`src/rtl/ascon_pkg.sv`:
```
// Shared constants for the Ascon serial load/unload front-end.
package ascon_pkg;

    localparam int NONCE_BITS = 128;
    localparam int TAG_BITS   = 128;

    // Field select codes carried on din_sel
    localparam logic [1:0] FLD_KEY   = 2'd0;
    localparam logic [1:0] FLD_NONCE = 2'd1;
    localparam logic [1:0] FLD_AD    = 2'd2;
    localparam logic [1:0] FLD_TEXT  = 2'd3;

    // Controller states
    localparam logic [2:0] ST_IDLE   = 3'd0;
    localparam logic [2:0] ST_LOAD   = 3'd1;
    localparam logic [2:0] ST_ARMED  = 3'd2;
    localparam logic [2:0] ST_BUSY   = 3'd3;
    localparam logic [2:0] ST_UNLOAD = 3'd4;

endpackage

```
`src/rtl/ascon_share_shreg.sv`:
```
// SHARES parallel MSB-first shift registers for one operand field, with a
// word counter and a loaded flag. Writes after the field is full are dropped.
module ascon_share_shreg
    import ascon_pkg::*;
#(
    parameter int LEN    = 128,
    parameter int W      = 8,
    parameter int SHARES = 2
) (
    input  logic                  clk,
    input  logic                  rst,
    input  logic                  clr,
    input  logic                  en,
    input  logic [SHARES*W-1:0]   din,
    output logic [SHARES*LEN-1:0] sh,
    output logic                  loaded
);

    localparam int WORDS = LEN / W;
    localparam int CW    = $clog2(WORDS + 1);

    logic [SHARES*LEN-1:0] sh_q, sh_d;
    logic [CW-1:0]         cnt_q, cnt_d;
    logic                  loaded_q, loaded_d;

    // Next-state: clear wins, otherwise shift one word into every share
    always_comb begin
        sh_d     = sh_q;
        cnt_d    = cnt_q;
        loaded_d = loaded_q;
        if (clr) begin
            sh_d     = '0;
            cnt_d    = '0;
            loaded_d = 1'b0;
        end else if (en && !loaded_q) begin
            for (int s = 0; s < SHARES; s++) begin
                sh_d[s*LEN +: LEN] = (sh_q[s*LEN +: LEN] << W) | LEN'(din[s*W +: W]);
            end
            cnt_d    = cnt_q + 1'b1;
            loaded_d = (cnt_d == CW'(WORDS));
        end
    end

    // Field state registers
    always_ff @(posedge clk) begin
        if (rst) begin
            sh_q     <= '0;
            cnt_q    <= '0;
            loaded_q <= 1'b0;
        end else begin
            sh_q     <= sh_d;
            cnt_q    <= cnt_d;
            loaded_q <= loaded_d;
        end
    end

    assign sh     = sh_q;
    assign loaded = loaded_q;

endmodule

```
`src/rtl/ascon_serial_io.sv`:
```
// Serial load/unload front-end for the masked Ascon AEAD core.
//   state     | meaning
//   IDLE      | empty, waiting for the first load beat
//   LOAD      | collecting key/nonce/AD/text words in any order
//   ARMED     | all fields full, waiting for start_enc/start_dec
//   BUSY      | core running, waiting for core_done
//   UNLOAD    | streaming text (and tag on encrypt) out under backpressure
module ascon_serial_io
    import ascon_pkg::*;
#(
    parameter int W        = 8,
    parameter int SHARES   = 2,
    parameter int KEY_BITS = 128,
    parameter int AD_BITS  = 32,
    parameter int PT_BITS  = 32
) (
    input  logic                         clk,
    input  logic                         rst,
    input  logic [SHARES*W-1:0]          din,
    input  logic [1:0]                   din_sel,
    input  logic                         din_valid,
    output logic                         din_ready,
    input  logic                         start_enc,
    input  logic                         start_dec,
    output logic [SHARES*KEY_BITS-1:0]   key_sh,
    output logic [SHARES*NONCE_BITS-1:0] nonce_sh,
    output logic [SHARES*AD_BITS-1:0]    ad_sh,
    output logic [SHARES*PT_BITS-1:0]    text_sh,
    output logic                         core_start,
    output logic                         core_dec,
    input  logic                         core_done,
    input  logic [PT_BITS-1:0]           core_text,
    input  logic [TAG_BITS-1:0]          core_tag,
    input  logic                         core_auth_ok,
    output logic [W-1:0]                 dout,
    output logic                         dout_valid,
    output logic                         dout_last,
    input  logic                         dout_ready,
    output logic                         auth_fail,
    output logic                         err
);

    if ((KEY_BITS % W) != 0 || (NONCE_BITS % W) != 0 || (AD_BITS % W) != 0 ||
        (PT_BITS % W) != 0) begin : g_bad_width
        $error("ascon_serial_io: W must divide every field length");
    end
    if (SHARES < 1 || SHARES > 5) begin : g_bad_shares
        $error("ascon_serial_io: SHARES must be 1..5");
    end

    localparam int OUT_BITS  = PT_BITS + TAG_BITS;
    localparam int PT_WORDS  = PT_BITS / W;
    localparam int ALL_WORDS = OUT_BITS / W;
    localparam int BW        = $clog2(ALL_WORDS + 1);

    logic [2:0]          state_q, state_d;
    logic                core_start_q, core_start_d;
    logic                core_dec_q, core_dec_d;
    logic                dec_q, dec_d;
    logic                auth_fail_q, auth_fail_d;
    logic                err_q, err_d;
    logic [OUT_BITS-1:0] out_q, out_d;
    logic [BW-1:0]       beat_q, beat_d;

    logic       accept, overflow, clr_fields, last_beat;
    logic [3:0] loaded, fld_en;

    assign din_ready = (state_q == ST_IDLE) || (state_q == ST_LOAD);
    assign accept    = din_valid && din_ready;
    assign overflow  = accept && loaded[din_sel];
    assign last_beat = (beat_q == (dec_q ? BW'(PT_WORDS - 1) : BW'(ALL_WORDS - 1)));

    // One-hot write enable towards the addressed field
    always_comb begin
        fld_en = '0;
        fld_en[din_sel] = accept;
    end

    ascon_share_shreg #(.LEN(KEY_BITS), .W(W), .SHARES(SHARES)) u_key (
        .clk(clk), .rst(rst), .clr(clr_fields), .en(fld_en[FLD_KEY]), .din(din),
        .sh(key_sh), .loaded(loaded[FLD_KEY]));
    ascon_share_shreg #(.LEN(NONCE_BITS), .W(W), .SHARES(SHARES)) u_nonce (
        .clk(clk), .rst(rst), .clr(clr_fields), .en(fld_en[FLD_NONCE]), .din(din),
        .sh(nonce_sh), .loaded(loaded[FLD_NONCE]));
    ascon_share_shreg #(.LEN(AD_BITS), .W(W), .SHARES(SHARES)) u_ad (
        .clk(clk), .rst(rst), .clr(clr_fields), .en(fld_en[FLD_AD]), .din(din),
        .sh(ad_sh), .loaded(loaded[FLD_AD]));
    ascon_share_shreg #(.LEN(PT_BITS), .W(W), .SHARES(SHARES)) u_text (
        .clk(clk), .rst(rst), .clr(clr_fields), .en(fld_en[FLD_TEXT]), .din(din),
        .sh(text_sh), .loaded(loaded[FLD_TEXT]));

    // Sequencing, launch, result capture and output serialisation
    always_comb begin
        state_d      = state_q;
        core_start_d = 1'b0;
        core_dec_d   = core_dec_q;
        dec_d        = dec_q;
        auth_fail_d  = auth_fail_q;
        err_d        = err_q;
        out_d        = out_q;
        beat_d       = beat_q;
        clr_fields   = 1'b0;

        if (overflow) err_d = 1'b1;
        if ((start_enc || start_dec) && state_q != ST_ARMED) err_d = 1'b1;
        if (core_done && state_q != ST_BUSY) err_d = 1'b1;

        case (state_q)
            ST_IDLE: if (accept) state_d = ST_LOAD;
            ST_LOAD: if (&loaded) state_d = ST_ARMED;
            ST_ARMED: begin
                if (start_enc && start_dec) begin
                    err_d = 1'b1;
                end else if (start_enc || start_dec) begin
                    state_d      = ST_BUSY;
                    core_start_d = 1'b1;
                    core_dec_d   = start_dec;
                    dec_d        = start_dec;
                    auth_fail_d  = 1'b0;
                end
            end
            ST_BUSY: begin
                if (core_done) begin
                    state_d     = ST_UNLOAD;
                    core_dec_d  = 1'b0;
                    auth_fail_d = dec_q && !core_auth_ok;
                    beat_d      = '0;
                    // A failed decrypt never exposes the candidate plaintext
                    if (!dec_q)           out_d = {core_text, core_tag};
                    else if (core_auth_ok) out_d = {core_text, {TAG_BITS{1'b0}}};
                    else                  out_d = '0;
                end
            end
            ST_UNLOAD: begin
                if (dout_ready) begin
                    out_d  = out_q << W;
                    beat_d = beat_q + 1'b1;
                    if (last_beat) begin
                        state_d    = ST_IDLE;
                        out_d      = '0;
                        beat_d     = '0;
                        clr_fields = 1'b1;
                    end
                end
            end
            default: state_d = ST_IDLE;
        endcase
    end

    // Controller registers
    always_ff @(posedge clk) begin
        if (rst) begin
            state_q      <= ST_IDLE;
            core_start_q <= 1'b0;
            core_dec_q   <= 1'b0;
            dec_q        <= 1'b0;
            auth_fail_q  <= 1'b0;
            err_q        <= 1'b0;
            out_q        <= '0;
            beat_q       <= '0;
        end else begin
            state_q      <= state_d;
            core_start_q <= core_start_d;
            core_dec_q   <= core_dec_d;
            dec_q        <= dec_d;
            auth_fail_q  <= auth_fail_d;
            err_q        <= err_d;
            out_q        <= out_d;
            beat_q       <= beat_d;
        end
    end

    assign core_start = core_start_q;
    assign core_dec   = core_dec_q;
    assign auth_fail  = auth_fail_q;
    assign err        = err_q;
    assign dout_valid = (state_q == ST_UNLOAD);
    assign dout       = dout_valid ? out_q[OUT_BITS-1 -: W] : '0;
    assign dout_last  = dout_valid && last_beat;

endmodule

```
`config.mk`:
```
export PLATFORM = sky130hd
export DESIGN_NAME = ascon_serial_io
export DESIGN_NICKNAME = d
export VERILOG_FILES = /design/src/rtl/ascon_pkg.sv /design/src/rtl/ascon_share_shreg.sv /design/src/rtl/ascon_serial_io.sv
export SDC_FILE = /design/constraint.sdc
export NUM_CORES = 2
export LEC_CHECK = 0
export ABC_AREA = 1
export CORE_AREA = 2 2 327 329
export CTS_CLUSTER_SIZE = 8
export DETAILED_ROUTE_END_ITERATION = 12
export DIE_AREA = 0 0 329 331
export PLACE_DENSITY = 0.51
export SLEW_MARGIN = 20
export SYNTH_ARGS = -nofsm -noshare
export SYNTH_HDL_FRONTEND = slang
export SYNTH_SLANG_ARGS = --single-unit
```
`constraint.sdc`:
```
create_clock -name clk -period 3.35 [get_ports clk]
set_input_delay 1.005 -clock clk [delete_from_list [all_inputs] [get_ports clk]]
set_output_delay 1.005 -clock clk [all_outputs]
set_load 0.1 [all_outputs]
```
==> flow_summary_export.csv <==
group,metric,value,unit
placement,io_buffer_count,840,
critical_path,cpLargestDelayFamily,"flip-flops",
clocking,cts_hold_buf,0,
sta,finalSetupTns,0,ps
synthesis,ys_seq_elements,833,
global_routing,grt_first_pass_wirelength,183000,um
synthesis,synthFlopType,"dfxtp_1",
synthesis,ys_types,34,
cells_and_area,drive_above_1_share,18.4,%
sta,slew_headroom,55.8,%
cells_and_area,final_util,40.8,%
sta,min_period_over_period,93.0,%
global_routing,grt_pass1_vias,28000,
min_path,min_path_type,"reg2reg",
critical_path,r2r_slack,990,ps
flow_run,maxCapViolCount,0,
global_routing,grt_busiest_layer,"met2",
synthesis,syn-num-nets,4422,
clocking,clk_pin_slew,50,ps
sta,max_freq,0.321,GHz
synthesis,synth-edff-count,0,
route,drtIter0Drc,1918,
critical_path,timing.rr.start,"state_q[2]$_SDFFE_PP0P_",
route,drtPass1Iterations,5,
synthesis,yosysSeqAreaShare,52.9,%
clocking,cts_buffers,115,
cells_and_area,layout.nets,5161,
critical_path,criticalPathCategory,"reg2out",
min_path,hold_start,"u_nonce.sh[250]$_SDFFE_PP0P_",
route,wl,125000,um
critical_path,cp-end-kind,"output port",
pwr,ir_drop,0.000492,V
global_routing,met1_usage,27.4,%
critical_path,required,2340,ps
sta,final-max-slew-violation-count,0,
synthesis,netlist.top_cell.by_area,"dfxtp_1",
global_routing,track_usage,21.9,%
floorplanning,die_h,331,um
floorplanning,die-area,0.109,mm^2
route,wl_per_cell,19.7,um
route,postRouteAntennaNets,0,
pwr,power_density,617,mW/mm^2
placement,gp_congestion,0.851,
synthesis,netlist.area_leader.share,52.9,%
critical_path,startpoint,"state_q[2]$_SDFFE_PP0P_",
sta,max_slew.worst_pin.slew,663,ps
sta,hold_viol_final,0,
sta,rsz0062_at_grt,"no",
floorplanning,ios,841,
synthesis,synth_area,0.0315,mm^2
synthesis,yosysWarningCount,0,
critical_path,cp_max_fo,16,
clocking,clock_latency,690,ps
synthesis,async_flop_share,0,%
floorplanning,start_util,30.0,%
clocking,cts_setup_buffers,0,
min_path,hold_path_depth,2,
sta,finalCriticalPeriod,3120,ps
critical_path,start_kind,"flip-flop",
sta,clock_skew,17.4,ps
synthesis,synthCells,4225,
critical_path,cpPeakStageDelay,610,ps
critical_path,worstRegToRegCells,7,
critical_path,slowest_stage,"dfxtp_1",
placement,dp_hpwl,89400,um
route,vias_per_cell,4.67,
global_routing,met2_usage,36.5,%
clocking,cts_sinks,833,
floorplanning,num_rows,119,
synthesis,synth.area.top_cells,"dfxtp_1 53%, nand2_1 20%, a21oi_1 10%",
critical_path,crit_chain,"nand2_4 > nor2_2 > buf_12",
global_routing,grt_antenna_before_repair,6,
pwr,p_leak,17.0,nW
sta,setup_viol,0,
global_routing,grt_max_degree,159,
critical_path,cp.arrival,2110,ps
route,drc,0,
clocking,clock_path_buffers,3,
clocking,cts_tree,"yes",
clocking,clockRootBuffer,"clkbuf_16",
critical_path,path_buf_inv,1,
cells_and_area,syn_to_final_growth,35.7,%
global_routing,overflow,0,
floorplanning,die_w,329,um
cells_and_area,mostFrequentLayoutCell,"nand2_1",
min_path,whs_endpoint,"u_nonce.sh[250]$_SDFFE_PP0P_",
route,vias,29700,
run_status,status,"completed",
floorplanning,core,0.105,mm^2
clocking,post_cts_resized,1,
synthesis,avgSynthCellArea,7.46,um^2
clocking,htree_levels,3,
global_routing,use_met3,6.06,%
critical_path,r2r_end,"u_key.sh[227]$_SDFFE_PP0P_",
cells_and_area,mostFrequentLayoutCells,"1718 x nand2_1, 833 x dfxtp_1, 686 x buf_4",
## power breakdown
part | internal [W] | switching [W]
logic | 0.00150 | 0.00341
clock network | 0.00629 | 0.00427
registers | 0.0105 | 0.000372
## metal layers
layer	share of wire [%]	routed length, um
met2	48	60400
met3	6.5	8200
met5	0.031	39
met1	42	53200
met4	2.9	3690
## final cells by class
type | count | area (um^2)
Multi-Input combinational cell | 3025 | 12900
Fill cell | 10900 | 62200
Antenna cell | 3 | 7.51
Timing Repair Buffer | 929 | 8160
Clock inverter | 6 | 121
Sequential cell | 833 | 16700
Clock buffer | 122 | 2970
Tap cell | 1391 | 1740
Inverter | 60 | 248
## worst register-to-register path: stages (launching register included)
cell and delay (ps):
dfxtp_1 610, nand2_4 270, nor2_2 320, nand2_1 130
nand2_4 230, buf_12 280, buf_12 300, a21oi_1 100
## state kept, by name, indices dropped and copies added (netlist names), 3 cells and up
| signal | flops |
|---|---|
| u_key.sh | 256 |
| u_nonce.sh | 256 |
| out_q | 160 |
| u_ad.sh | 64 |
| u_text.sh | 64 |
| beat_q | 5 |
| u_key.cnt_q | 5 |
| u_nonce.cnt_q | 5 |
| state_q | 3 |
| u_ad.cnt_q | 3 |
| u_text.cnt_q | 3 |
## cell usage after synthesis (8+ instances only)
| cell type | instances |
|---|---|
| nand2_1 | 1719 |
| dfxtp_1 | 833 |
| a21oi_1 | 658 |
| nor2_1 | 353 |
| buf_2 | 127 |
| o21ai_0 | 103 |
| clkbuf_1 | 82 |
| o21ai_1 | 79 |
| buf_4 | 50 |
| inv_1 | 50 |
| nand3_1 | 47 |
| buf_6 | 36 |
| ha_1 | 11 |
| buf_1 | 9 |
| inv_2 | 9 |
| xnor2_1 | 9 |
| a21oi_2 | 8 |
| nand3_2 | 8 |
## kinds of logic (layout without fill, tap and decap cells)
family | after synthesis | count (layout) | share of synthesized area, %
XOR/XNOR | 14 | 14 | 0.389
adder cells (fa/ha/maj) | 11 | 11 | 0.437
other | 0 | 3 | 0
buffers and inverters | 367 | 1117 | 6.44
AND/OR/NAND/NOR | 2147 | 2147 | 26.1
flip-flops | 833 | 833 | 52.9
AO/OA/AOI/OAI | 853 | 853 | 13.7
## worst max-delay path by stage
stage	endpoint	slack, ps	depth (start not counted)
after global routing	dout_last	120	3
final	dout_last	230	3
after floorplan	dout[0]	230	4
after detailed placement	u_nonce.sh[208]$_SDFFE_PP0P_	360	8
after global placement	u_key.sh[41]$_SDFFE_PP0P_	370	9
after CTS	dout_last	150	3
## metrics by stage
stage               setup WS [ps]  instance area [um^2]  total power [W]  cells  hold slack [ps]
detailed placement            361                 39700           0.0160   6238              454
floorplan                     229                 31500           0.0145   4225              453
CTS                           154                 42800           0.0267   6366              462
finish                        233                 42800           0.0264   6369              461
global route                  124                 42800           0.0277   6369              475
global placement              371                 39700           0.0160   6238              448
(Power assumes the default switching activity.)
